===== config.mk =====
export PLATFORM = sky130hd
export DESIGN_NAME = mux_channel_scanner
export DESIGN_NICKNAME = d
export VERILOG_FILES = /design/src/rtl/mux_channel_scanner.sv
export SDC_FILE = /design/constraint.sdc
export NUM_CORES = 1
export LEC_CHECK = 0
export CORE_UTILIZATION = 56
export CTS_CLUSTER_DIAMETER = 120
export DETAILED_ROUTE_END_ITERATION = 6
export GPL_TIMING_DRIVEN = 0
export PLACE_DENSITY = 0.87
export SLEW_MARGIN = 20
export SYNTH_ARGS = -nofsm -noshare
export SYNTH_HDL_FRONTEND = slang
export SYNTH_SLANG_ARGS = --single-unit

===== constraint.sdc =====
create_clock -name clk -period 2.89 [get_ports clk]
set_clock_uncertainty 0.15 [all_clocks]
set_input_delay 0.4335 -clock clk [delete_from_list [all_inputs] [get_ports clk]]
set_output_delay 0.4335 -clock clk [all_outputs]
set_load 0.01 [all_outputs]

===== src/rtl/mux_channel_scanner.sv =====
// Scans a 16:1 analog/digital mux: steps the select through all channels,
// waits SETTLE_CYC cycles per channel, samples y_in and publishes a 16-bit word.
module mux_channel_scanner #(
  parameter int SETTLE_CYC = 2
) (
  input  logic        clk,
  input  logic        rst_n,
  input  logic        start,
  input  logic        abort,
  input  logic        y_in,
  output logic [3:0]  sel,
  output logic [15:0] data,
  output logic        valid,
  output logic        busy
);

  typedef enum logic [1:0] {IDLE, SETTLE, SAMPLE, DONE} state_t;

  localparam logic [3:0] SETTLE_LAST = 4'(SETTLE_CYC - 1);

  state_t      state, state_n;
  logic [3:0]  sel_n;
  logic [3:0]  cnt, cnt_n;
  logic [15:0] cap, cap_n;
  logic [15:0] data_n;

  always_ff @(posedge clk or negedge rst_n) begin
    if (!rst_n) begin
      state <= IDLE;
      sel   <= 4'd0;
      cnt   <= 4'd0;
      cap   <= 16'h0000;
      data  <= 16'h0000;
    end else begin
      state <= state_n;
      sel   <= sel_n;
      cnt   <= cnt_n;
      cap   <= cap_n;
      data  <= data_n;
    end
  end

  always_comb begin
    state_n = state;
    sel_n   = sel;
    cnt_n   = cnt;
    cap_n   = cap;
    data_n  = data;
    case (state)
      IDLE: begin
        if (start && !abort) begin
          sel_n   = 4'd0;
          cnt_n   = 4'd0;
          cap_n   = 16'h0000;
          state_n = SETTLE;
        end
      end
      SETTLE: begin
        if (abort) begin
          sel_n   = 4'd0;
          cnt_n   = 4'd0;
          cap_n   = 16'h0000;
          state_n = IDLE;
        end else if (cnt == SETTLE_LAST) begin
          cnt_n   = 4'd0;
          state_n = SAMPLE;
        end else begin
          cnt_n = cnt + 4'd1;
        end
      end
      SAMPLE: begin
        if (abort) begin
          sel_n   = 4'd0;
          cnt_n   = 4'd0;
          cap_n   = 16'h0000;
          state_n = IDLE;
        end else begin
          cap_n[sel] = y_in;
          cnt_n      = 4'd0;
          // Last channel publishes the word including the bit just sampled.
          if (sel == 4'd15) begin
            data_n  = cap_n;
            state_n = DONE;
          end else begin
            sel_n   = sel + 4'd1;
            state_n = SETTLE;
          end
        end
      end
      DONE: begin
        sel_n   = 4'd0;
        state_n = IDLE;
      end
      default: state_n = IDLE;
    endcase
  end

  assign busy  = (state == SETTLE) || (state == SAMPLE);
  assign valid = (state == DONE);

endmodule


# == Yosys cells after proc, flatten, opt, wreduce, memory -nomap -nowiden ==
# Cells that the tools add are included.
# totals
reg_bits,42
latch_bits,0
ramBits,0
rom_bits,0
input_bits,5
out_inout_bits,22
word_cells,51
n_memories,0
# op_classes
add_sub_neg,2
multipliers,0
n_div,0
n_lt_le_gt_ge,2
eq_ne,9
shifts,0
mux,21
n_bitwise,1
n_reduce_logical,11
# ops
operator,n
2-to-1 mux 16 bit,3
case mux 16 bit (3 select lines),1
2-to-1 mux 4 bit,6
bitwise mux 16 bit,1
case mux 4 bit (4 select lines),1
case mux 4 bit (3 select lines),1
2-to-1 mux 2 bit,5
AND reduction 3 bit,3
adder 4 x 1 -> 4 bit (second input constant),2
case mux 2 bit (4 select lines),1
inequality test 3 bit (second input constant),2
less-than comparator 4 x 5 -> 1 bit (second input constant),1
demux 1 bit (select 4 bit),1
equality test 2 bit (second input constant),2
equality test 4 x 1 -> 1 bit (second input constant),1
equality test 4 bit (second input constant),1
>= comparator 4 x 1 -> 1 bit (second input constant),1
inequality test 2 bit (second input constant),2
AND reduction 2 bit,2
nonzero test 3 bit,1
equality test 2 x 1 -> 1 bit (second input constant),1
logical AND 1 bit,2
logical NOT 2 bit,1
logical NOT 1 bit,1
other kinds (3),3

# == Depth between registers and ports, before layout ==
# Gate-level depths: netlist (run 1).
# logic_depth
word_depth,7
depth_mapped,7
depth_no_buf,6

# == Worst setup path after synthesis (run 1) ==
# Ideal clock, no wire load.
# synth_path
path_kind,register -> register
startpoint,reg state[0]
endpoint,reg cap[5]
setup_time_ns,0.127
arrival_ns,1.521
required_time_ns,2.613
slack_ns,1.092
path_stages_with_launch,8
n_path_buf,1
synth_period_minus_slack_ns,1.798
path_cell_list,dfrtp_1 inv_1 ha_1 mux2i_1 nor2_1 nand3_2 buf_6 o22ai_1
# synth_between
elab_chain_len,3
elab_cells_between_ends,8
classes_between,eq/ne: 4; mux: 1; reduce/logical: 3
# synth_rtl
element,line_no,text
from (decl),21,"state_t state, state_n;"
from (signal assigned),35,state <= state_n;
"equality test 2 x 1 -> 1 bit, or another cell as far along",49,case (state)
inequality test 2 bit (no line) or nonzero test 3 bit (tied branches),-,
AND reduction 3 bit (no line),-,
to (signal assigned),38,cap <= cap_n;
to (decl),24,"logic [15:0] cap, cap_n;"
# Several ways; a longest one is shown, not always the timed one.
# A chain may end at the register's enable or synchronous reset.

# == Worst setup path in the final report (run 1) ==
# layout_path
startpoint,reg state[0]
endpoint,out busy
# layout_between
elab_chain_len,2
elab_cells_between_ends,3
classes_between,eq/ne: 2; reduce/logical: 1
# layout_rtl
element,line_no,text
equality test 2 x 1 -> 1 bit or equality test 2 bit (tied branches),98,assign busy = (state == SETTLE) || (state == SAMPLE);
logical OR 1 bit (*),98,
to (decl),14,output logic busy
# Mark *: on every way between the ends. The rest lies on a longest branch, timed or not.

==> results of run 1 <==
==> per-stage QoR <==
stage,hold WS (ns),instance area (um2),setup slack (ns)
final,0.334,2680,0.662
after global routing,0.375,2680,0.517
after CTS,0.339,2680,0.648
after detailed placement,0.286,2560,0.599
after global placement,0.310,2530,0.207
after floorplan,-0.0121,2210,1.09
==> kinds of logic (layout without fill, tap and decap cells) <==
logic type | Yosys count | after routing | share of synthesized area [%]
buffers and inverters | 31 | 67 | 6.38
AND/OR/NAND/NOR | 68 | 68 | 14.9
adder cells (fa/ha/maj) | 13 | 13 | 7.34
AO/OA/AOI/OAI | 61 | 61 | 17.3
multiplexers | 17 | 17 | 7.80
flip-flops | 41 | 41 | 46.3
==> worst min-delay path, cell delays in order (launching register included) <==
cell     delay (ns)
dfrtp_1        0.35
nand2_1        0.05
o21ai_0        0.06
==> flip-flops by register name (all words and copies together) (netlist names) <==
signal	flops
cnt	4
data	16
cap	15
state	2
sel	4
==> final cells by class <==
cell class,count,share of cell area [%]
plain buffers,9,2.19
clock buffers,7,3.22
clock inverters,1,1.12
inverters,22,3.08
multi-input cells,159,39.0
flip-flops and latches,41,38.2
well taps,48,2.24
repair buffers,28,10.9
==> what timing repair did <==
item,CTS,global route
buffers inserted,0,0
hold buffers,1,0
setup endpoints to repair,0,0
endpoints found under the hold margin,20,0
==> per-layer routing <==
| metal | global-route usage [%] | up-vias | wire length [um] |
|---|---|---|---|
| met5 | 0 | - | 0 |
| met4 | 11.1 | 0 | 106 |
| met3 | 5.11 | 13 | 163 |
| met2 | 39.6 | 45 | 2240 |
| met1 | 29.3 | 844 | 2050 |
| li1 | - | 862 | - |
==> synth_stat cells <==
cell,count,area (um2)
nand2_1,33,124
and2b_1,1,7.51
nor3_4,1,16.3
a221o_1,1,10.0
nand3_2,1,10.0
o31ai_1,1,7.51
ha_1,13,163
nor2b_1,4,25.0
o22ai_2,3,37.5
nor2_1,9,33.8
and2_1,1,6.26
a22o_1,1,8.76
mux2_2,2,22.5
inv_1,21,78.8
nand3_1,8,40.0
nand2b_2,1,8.76
a32oi_4,1,27.5
and2b_4,1,10.0
o21ai_0,20,100
nor4_1,1,6.26
a21oi_1,20,100
buf_6,3,33.8
buf_2,2,10.0
o22ai_1,12,75.1
nor3_1,2,10.0
nand2b_1,4,25.0
inv_2,1,3.75
o221ai_1,1,8.76
mux2i_1,15,150
clkbuf_1,4,15.0
dfrtp_1,41,1030
a22oi_1,1,7.51
and3_1,1,6.26
==> power breakdown <==
group | switching (mW) | total [mW] | internal, mW
Combinational | 0.317 | 0.545 | 0.229
Sequential | 0.0251 | 0.622 | 0.597
Clock | 0.194 | 0.475 | 0.282
==> worst min path at each step <==
stage	depth (start not counted)	end	from	slack [ns]
2_1_floorplan	0	cap[0]	rst_n	-0.01
3_3_place_gp	2	data[7]	data[7]	0.31
3_5_place_dp	1	data[11]	rst_n	0.29
4_1_cts	2	data[13]	data[13]	0.34
5_1_grt	2	data[3]	data[3]	0.37
6_report	2	data[5]	data[5]	0.33
==> flow_metrics.py, run 1 <==
metrics = {
    "setup_path": {
        "worst-path-max-fanout": 4,
        "timing.critical_path.to": "busy",
        "worstSetupPathDepth": 3,
        "critPathLaunch": "state[0]",
        "slowest_delay_ns": 0.54,
        "crit_chain": "inv_1, ha_1, clkdlybuf4s50_1",
        "cp_top_family": "buffers and inverters",
        "cp-end-kind": "output port",
        "cp_num_buf_inv": 2,
        "r2r_start": "state[0]",
        "worstSetupPathType": "reg2out",
        "r2r_setup_slack_ns": 0.73,
        "r2r-end": "data[0]",
        "cp_slowest_cell": "clkdlybuf4s50_1",
        "cp.arrival_ns": 1.64,
        "r2r_cells": 7,
        "critPathLaunchType": "flip-flop",
        "worstPathRequired_ns": 2.31,
    },
    "sta": {
        "post-route-period-util_pct": 77.1,
        "slew_headroom_pct": 63.2,
        "hold_viol": 0,
        "min_period_ns": 2.23,
        "fin_tns_setup_ns": 0,
        "worst_slew_pin_slew_ns": 0.546,
        "fmax_mhz": 449,
        "slew_violations": 0,
        "rsz0062_at_grt": "false",
        "finalSetupViolCount": 0,
    },
    "die": {
        "die_w_um": 64.9,
        "coreArea_mm2": 0.00372,
        "fp.dieArea_mm2": 0.00421,
        "num_rows": 22,
        "io_pins": 27,
        "die_h_um": 64.9,
        "initial_utilization_pct": 59.6,
    },
    "yosys": {
        "avgSynthCellArea_um2": 9.59,
        "synth_seq_cells": 41,
        "synth_cell_type_count": 33,
        "ys_warn_count": 0,
        "syn_inst": 231,
        "syn-num-nets": 249,
        "synthesis.area_mm2": 0.00221,
        "yosysSeqAreaShare_pct": 46.3,
    },
    "global_routing": {
        "gr-total-overflow": 0,
        "grt_pass1_vias": 1740,
        "grt_usage_pct": 23.8,
        "grt_pass1_wl_um": 7650,
        "antenna_found_initial": 0,
        "grt_max_degree": 22,
    },
    "drt": {
        "vias_per_cell": 5.60,
        "wl_per_cell_um": 14.5,
        "drcViolationCount": 0,
        "drt_pre_antenna_iters": 5,
        "drt_wl_total_um": 4560,
        "drtAntennaViolNets": 0,
        "drt_iter0_drc": 81,
        "num_vias": 1764,
    },
    "finish": {
        "final_common_cell": "dfrtp_1",
        "seq_area_mm2": 0.00103,
        "nFillCells": 284,
        "fin_cells": 315,
        "final_util_pct": 72.2,
        "final_cell_mix": "dfrtp_1 (41), nand2_1 (33), clkdlybuf4s50_1 (25), inv_1 (21)",
        "multiInputGateArea_mm2": 0.00105,
        "syn_to_final_growth_pct": 21.2,
        "n_antenna_cell": 0,
        "num-nets-final": 284,
        "layout-drive-gt1-share_pct": 9.36,
    },
    "power": {
        "finalPower_mw": 1.64,
        "vdd_drop_max_v": 0.000454,
        "pwr_density_cell_mw_per_mm2": 612,
        "leakage_nw": 1.22,
    },
    "job": {
        "maxCapViolations": 0,
    },
    "placed_design": {
        "io_buffers": 26,
        "gp_congestion": 0.885,
        "dp.cells": 306,
        "dpl.hpwl_um": 3350,
    },
    "cts": {
        "numCtsBuffers": 5,
        "clk_latency_ns": 0.29,
        "cts_resized": 0,
        "clock_path_buffers": 2,
        "cts_tree": "built",
        "cts.htree.levels": 2,
        "root_buffer": "clkbuf_8",
        "clkSinkCount": 41,
        "path_clk_slew_ns": 0.08,
    },
    "min_path": {
        "hold_class": "reg2reg",
    },
    "run_status": {
        "outcome": "completed",
    },
}
Power figures use the tool's default switching activity.
==> run 2, diff against run 1 <==
--- a/config.mk
+++ b/config.mk
@@ -5,11 +5,11 @@
 export SDC_FILE = /design/constraint.sdc
 export NUM_CORES = 1
 export LEC_CHECK = 0
-export CORE_UTILIZATION = 56
+export CORE_UTILIZATION = 50
 export CTS_CLUSTER_DIAMETER = 120
 export DETAILED_ROUTE_END_ITERATION = 6
 export GPL_TIMING_DRIVEN = 0
-export PLACE_DENSITY = 0.87
+export PLACE_DENSITY = 0.83
 export SLEW_MARGIN = 20
 export SYNTH_ARGS = -nofsm -noshare
 export SYNTH_HDL_FRONTEND = slang
==> constraint.sdc (replaced) <==
create_clock -name clk -period 1.8 [get_ports clk]
set_clock_uncertainty 0.15 [all_clocks]
set_input_delay 0.27 -clock clk [delete_from_list [all_inputs] [get_ports clk]]
set_output_delay 0.27 -clock clk [all_outputs]
set_load 0.01 [all_outputs]
==> run 2 against run 1 <==
- the run now ends with setup timing left
- via count up 7.7%
- global-route usage up 0.37 points
- clock power up 61%
- routed wire length up 17%
- first-iteration DRC count up 69%
- sequential power up 62%
- non-clock buffer count up 15
- combinational power rose to 2.5 times the previous value
- cell area up 12%
- critical endpoint is now cap[13]
- largest power group is now combinational cells
==> flow_metrics.py, run 2 (synthesis gave the netlist of run 1 again) <==
metrics = {
    "drt": {
        "vias_per_cell": 5.72,
        "num_vias": 1899,
        "drt_iter0_drc": 137,
        "wl_per_cell_um": 16.1,
        "drt_wl_total_um": 5350,
        "drt_pre_antenna_iters": 4,
        "drcViolationCount": 0,
        "drtAntennaViolNets": 0,
    },
    "setup_path": {
        "worstPathRequired_ns": 1.86,
        "cp_top_family": "flip-flops",
        "crit_chain": "inv_2, ha_4, mux2i_4, nor3_4, buf_6, a21oi_2, o22ai_2",
        "cp.arrival_ns": 1.90,
        "cp_num_buf_inv": 2,
        "slowest_delay_ns": 0.41,
        "cp_slowest_cell": "dfrtp_1",
        "critPathLaunchType": "flip-flop",
        "worstSetupPathType": "reg2reg",
        "worst-path-max-fanout": 5,
        "cp-end-kind": "flip-flop",
    },
    "global_routing": {
        "grt_usage_pct": 24.2,
        "antenna_found_initial": 0,
        "gr-total-overflow": 0,
        "grt_pass1_vias": 1728,
        "grt_max_degree": 31,
        "grt_pass1_wl_um": 8200,
    },
    "placed_design": {
        "dpl.hpwl_um": 3180,
        "dp.cells": 308,
        "io_buffers": 26,
        "gp_congestion": 0.854,
        "place_ws_ns": -0.332,
    },
    "die": {
        "io_pins": 27,
        "coreArea_mm2": 0.00412,
        "die_h_um": 68.6,
        "fp.dieArea_mm2": 0.00470,
        "die_w_um": 68.6,
        "initial_utilization_pct": 53.8,
        "num_rows": 23,
    },
    "run_status": {
        "violations": "setup timing",
        "outcome": "finished with violations",
    },
    "cts": {
        "root_buffer": "clkbuf_8",
        "numCtsBuffers": 5,
        "clk_latency_ns": 0.29,
        "cts.htree.levels": 2,
        "cts_tree": "built",
        "path_clk_slew_ns": 0.08,
        "clkSinkCount": 41,
        "clock_path_buffers": 2,
    },
    "finish": {
        "num-nets-final": 299,
        "layout-drive-gt1-share_pct": 28.4,
        "n_antenna_cell": 0,
        "largest_reg_flops": 16,
        "final_common_cell": "dfrtp_1",
        "nFillCells": 299,
        "largest-register": "data",
        "syn_to_final_growth_pct": 36.3,
        "fin_cells": 332,
        "final_cell_mix": "dfrtp_1 (38), nand2_1 (32), clkdlybuf4s50_1 (22), inv_1 (19), o21ai_0 (18)",
        "top_regs": "data (16), cap (15)",
    },
    "min_path": {
        "hold_class": "in2async",
    },
    "power": {
        "pwr_density_cell_mw_per_mm2": 1050,
        "leakage_nw": 1.35,
        "finalPower_mw": 3.16,
        "vdd_drop_max_v": 0.000730,
    },
    "sta": {
        "slew_headroom_pct": 67.8,
        "fin_tns_setup_ns": -0.117,
        "min_period_ns": 1.84,
        "slew_violations": 0,
        "fin_ws_ns": -0.0405,
        "fmax_mhz": 543,
        "rsz0062_at_grt": "true",
        "finalSetupViolCount": 10,
        "post-route-period-util_pct": 102,
        "hold_ws_ns": 0.246,
        "worst_slew_pin_slew_ns": 0.484,
        "hold_viol": 0,
    },
    "job": {
        "maxCapViolations": 0,
    },
}
==> run 2: cell count changes in the layout (fill, tap and decap cells not counted), moves of 4 or more <==
cell     delta
a21oi_4     +4
ha_1        -4
buf_4      +14
a21oi_2    +11
a21oi_1    -15
==> run 2: per-stage QoR <==
stage | utilization (%) | cell area [um2]
global placement | 61.7 | 2540
floorplan | - | 2210
detailed placement | 62.0 | 2550
global route | 73.3 | 3020
finish | 73.3 | 3020
CTS | 68.1 | 2800
==> run 2: timing repair <==
action	in CTS	in global routing
pin swaps	3	21
hold buffers	1	0
endpoints found under the hold margin	11	0
setup buffers	5	10
endpoints found under the setup margin	42	42
gates resized for setup	21	42
gates cloned	1	0
==> run 2: final timing paths <==
| path | slack [ns] | start | end | depth (start not counted) |
|---|---|---|---|---|
| min in group clk | 0.33 | data[7] | data[7] | 2 |
| worst min-delay path | 0.25 | rst_n | cap[6] | 2 |
| worst max-delay path | -0.04 | state[0] | cap[13] | 7 |
| max in group asynchronous | 0.78 | rst_n | sel[0] | 3 |
| worst max register to register | -0.04 | state[0] | cap[13] | 7 |
| worst min register to register | 0.33 | data[7] | data[7] | 2 |
==> run 2: power breakdown <==
group,switching (mW),leakage [nW],internal (mW)
sequential,0.0461,0.565,0.961
clock,0.312,0.0585,0.452
combinational,0.731,0.726,0.653
total,1.09,1.35,2.07
==> run 2: worst register-to-register path: stages, from the launching register on <==
cell and delay [ns]:
dfrtp_1 0.41, inv_2 0.10, ha_4 0.19, mux2i_4 0.20
nor3_4 0.33, buf_6 0.19, a21oi_2 0.06, o22ai_2 0.13
==> run 2: cell type report <==
type / instances / area (um2) / share of cell area (%)
multi-input cells: 159 / 1250 / 41.3
plain buffers: 9 / 67.6 / 2.24
clock buffers: 7 / 86.3 / 2.86
flip-flops and latches: 41 / 1030 / 34.1
well taps: 50 / 62.6 / 2.07
clock inverters: 1 / 30.0 / 0.995
repair buffers: 43 / 409 / 13.6
inverters: 22 / 85.1 / 2.82
==> run 2: routing by layer <==
metal	track usage [%]	up-vias	wire, um
met2	39.1	63	2680
met1	31.5	933	2300
li1	-	889	-
met4	8.85	0	121
met5	0	-	0
met3	5.59	14	246
==> run 3, diff against run 2 <==
--- a/config.mk
+++ b/config.mk
@@ -5,11 +5,11 @@
 export SDC_FILE = /design/constraint.sdc
 export NUM_CORES = 1
 export LEC_CHECK = 0
-export CORE_UTILIZATION = 50
+export CORE_UTILIZATION = 40
 export CTS_CLUSTER_DIAMETER = 120
 export DETAILED_ROUTE_END_ITERATION = 6
 export GPL_TIMING_DRIVEN = 0
-export PLACE_DENSITY = 0.83
+export PLACE_DENSITY = 0.7
 export SLEW_MARGIN = 20
 export SYNTH_ARGS = -nofsm -noshare
 export SYNTH_HDL_FRONTEND = slang
==> run 3 against run 2 <==
- the flow now finishes without violations
- count of clock-buffer cells in the layout down 1
- global-route usage down 5.4 points
- sequential cell count unchanged
- combinational power down 12%
- largest cell class unchanged
- highest routed layer unchanged
==> flow_metrics.py, run 3 (synthesis gave the netlist of run 1 again) <==
metrics = {
    "cts": {
        "path_clk_slew_ns": 0.09,
        "clkSinkCount": 41,
        "cts.htree.levels": 2,
        "numCtsBuffers": 5,
        "root_buffer": "clkbuf_8",
        "clock_path_buffers": 2,
        "cts_tree": "built",
        "clk_latency_ns": 0.30,
    },
    "drt": {
        "drtAntennaViolNets": 0,
        "drt_pre_antenna_iters": 4,
        "drt_iter0_drc": 60,
        "num_vias": 1847,
        "drt_wl_total_um": 5160,
        "wl_per_cell_um": 14.8,
        "drcViolationCount": 0,
        "vias_per_cell": 5.28,
    },
    "global_routing": {
        "grt_pass1_vias": 1816,
        "gr-total-overflow": 0,
        "antenna_found_initial": 0,
        "grt_pass1_wl_um": 8650,
        "grt_usage_pct": 18.8,
        "grt_max_degree": 26,
    },
    "sta": {
        "slew_headroom_pct": 68.3,
        "fmax_mhz": 557,
        "min_period_ns": 1.79,
        "hold_ws_ns": 0.274,
        "rsz0062_at_grt": "true",
        "worst_slew_pin_slew_ns": 0.476,
        "post-route-period-util_pct": 99.7,
        "hold_viol": 0,
        "slew_violations": 0,
        "fin_tns_setup_ns": 0,
        "fin_ws_ns": 0.00575,
        "finalSetupViolCount": 0,
    },
    "setup_path": {
        "cp.arrival_ns": 1.83,
        "r2r_cells": 6,
        "cp_slowest_cell": "dfrtp_1",
        "r2r-end": "sel[3]",
        "r2r_setup_slack_ns": 0.006,
        "worstSetupPathType": "reg2reg",
        "slowest_delay_ns": 0.41,
        "cp-end-kind": "flip-flop",
        "critPathLaunchType": "flip-flop",
        "worst-path-max-fanout": 4,
        "cp_top_family": "flip-flops",
        "crit_chain": "inv_2, ha_4, buf_4, nor2b_1, nor3_1, a221o_1",
        "r2r_start": "state[0]",
        "cp_num_buf_inv": 2,
        "worstPathRequired_ns": 1.84,
    },
    "placed_design": {
        "placed_area_mm2": 0.00258,
        "dpl.hpwl_um": 3400,
        "io_buffers": 26,
        "place_ws_ns": -0.368,
        "gp_congestion": 0.793,
    },
    "finish": {
        "final_cell_area_mm2": 0.00295,
        "final_cell_mix": "dfrtp_1 (39), nand2_1 (33), clkdlybuf4s50_1 (22), inv_1 (19), o21ai_0 (18)",
        "nFillCells": 470,
        "top_regs": "data (16), cap (15)",
        "largest_reg_flops": 16,
        "largest-register": "data",
        "num-nets-final": 297,
        "syn_to_final_growth_pct": 33.2,
        "layout-drive-gt1-share_pct": 23.6,
        "final_common_cell": "dfrtp_1",
        "n_antenna_cell": 0,
    },
    "die": {
        "die_w_um": 76.4,
        "initial_utilization_pct": 42.5,
        "io_pins": 27,
        "num_rows": 26,
        "die_h_um": 76.4,
        "coreArea_mm2": 0.00520,
        "fp.dieArea_mm2": 0.00584,
    },
    "power": {
        "leakage_nw": 1.32,
        "pwr_density_cell_mw_per_mm2": 1020,
        "vdd_drop_max_v": 0.000782,
        "finalPower_mw": 3.01,
    },
    "job": {
        "maxCapViolations": 0,
    },
    "run_status": {
        "outcome": "completed",
    },
    "min_path": {
        "hold_class": "in2async",
    },
}
-- run 3: worst max-delay path by stage --
stage / slack, ns / cells after the start / endpoint / start
after global placement: -0.76 / 1 / state[0] / rst_n
after CTS: 0.004 / 5 / sel[3] / sel[0]
after detailed placement: -0.37 / 6 / data[14] / abort
after floorplan: 0.002 / 7 / cap[5] / state[0]
final: 0.006 / 6 / sel[3] / state[0]
after global routing: -0.04 / 7 / cap[3] / state[0]
-- run 3: area by class of cell --
cell class	count	area, um2	share of cell area (%)
clock buffer	6	82.6	2.80
inverter	22	82.6	2.80
tap	70	87.6	2.97
multi-input combinational	159	1170	39.6
clock inverter	2	37.5	1.27
buffer	9	73.8	2.50
timing repair buffer	41	389	13.2
sequential	41	1030	34.9
-- run 3: where the power goes --
part / internal (mW) / switching, mW / total, mW
Combinational: 0.573 / 0.634 / 1.21
Clock: 0.451 / 0.347 / 0.799
Sequential: 0.960 / 0.0412 / 1.00
Total: 1.98 / 1.02 / 3.01
-- run 3: timing repair --
item | 4_1_cts | 5_1_grt
gates resized for setup | 26 | 22
setup endpoints to repair | 45 | 39
hold endpoints to repair | 16 | 0
pin swaps | 2 | 3
setup buffers | 8 | 5
hold buffers | 1 | 0
-- run 3: layer usage --
metal | vias up | wire, um | track usage (%)
met2 | 49 | 2480 | 29.8
li1 | 894 | - | -
met1 | 895 | 2340 | 25.3
met3 | 9 | 249 | 3.59
met5 | - | 0 | 0
met4 | 0 | 90 | 7.31
-- run 3: stage by stage --
stage / instances / utilization (%)
5_1_grt: 350 / 56.7
2_1_floorplan: 231 / -
4_1_cts: 345 / 54.7
3_3_place_gp: 327 / 49.2
6_report: 350 / 56.7
3_5_place_dp: 328 / 49.5
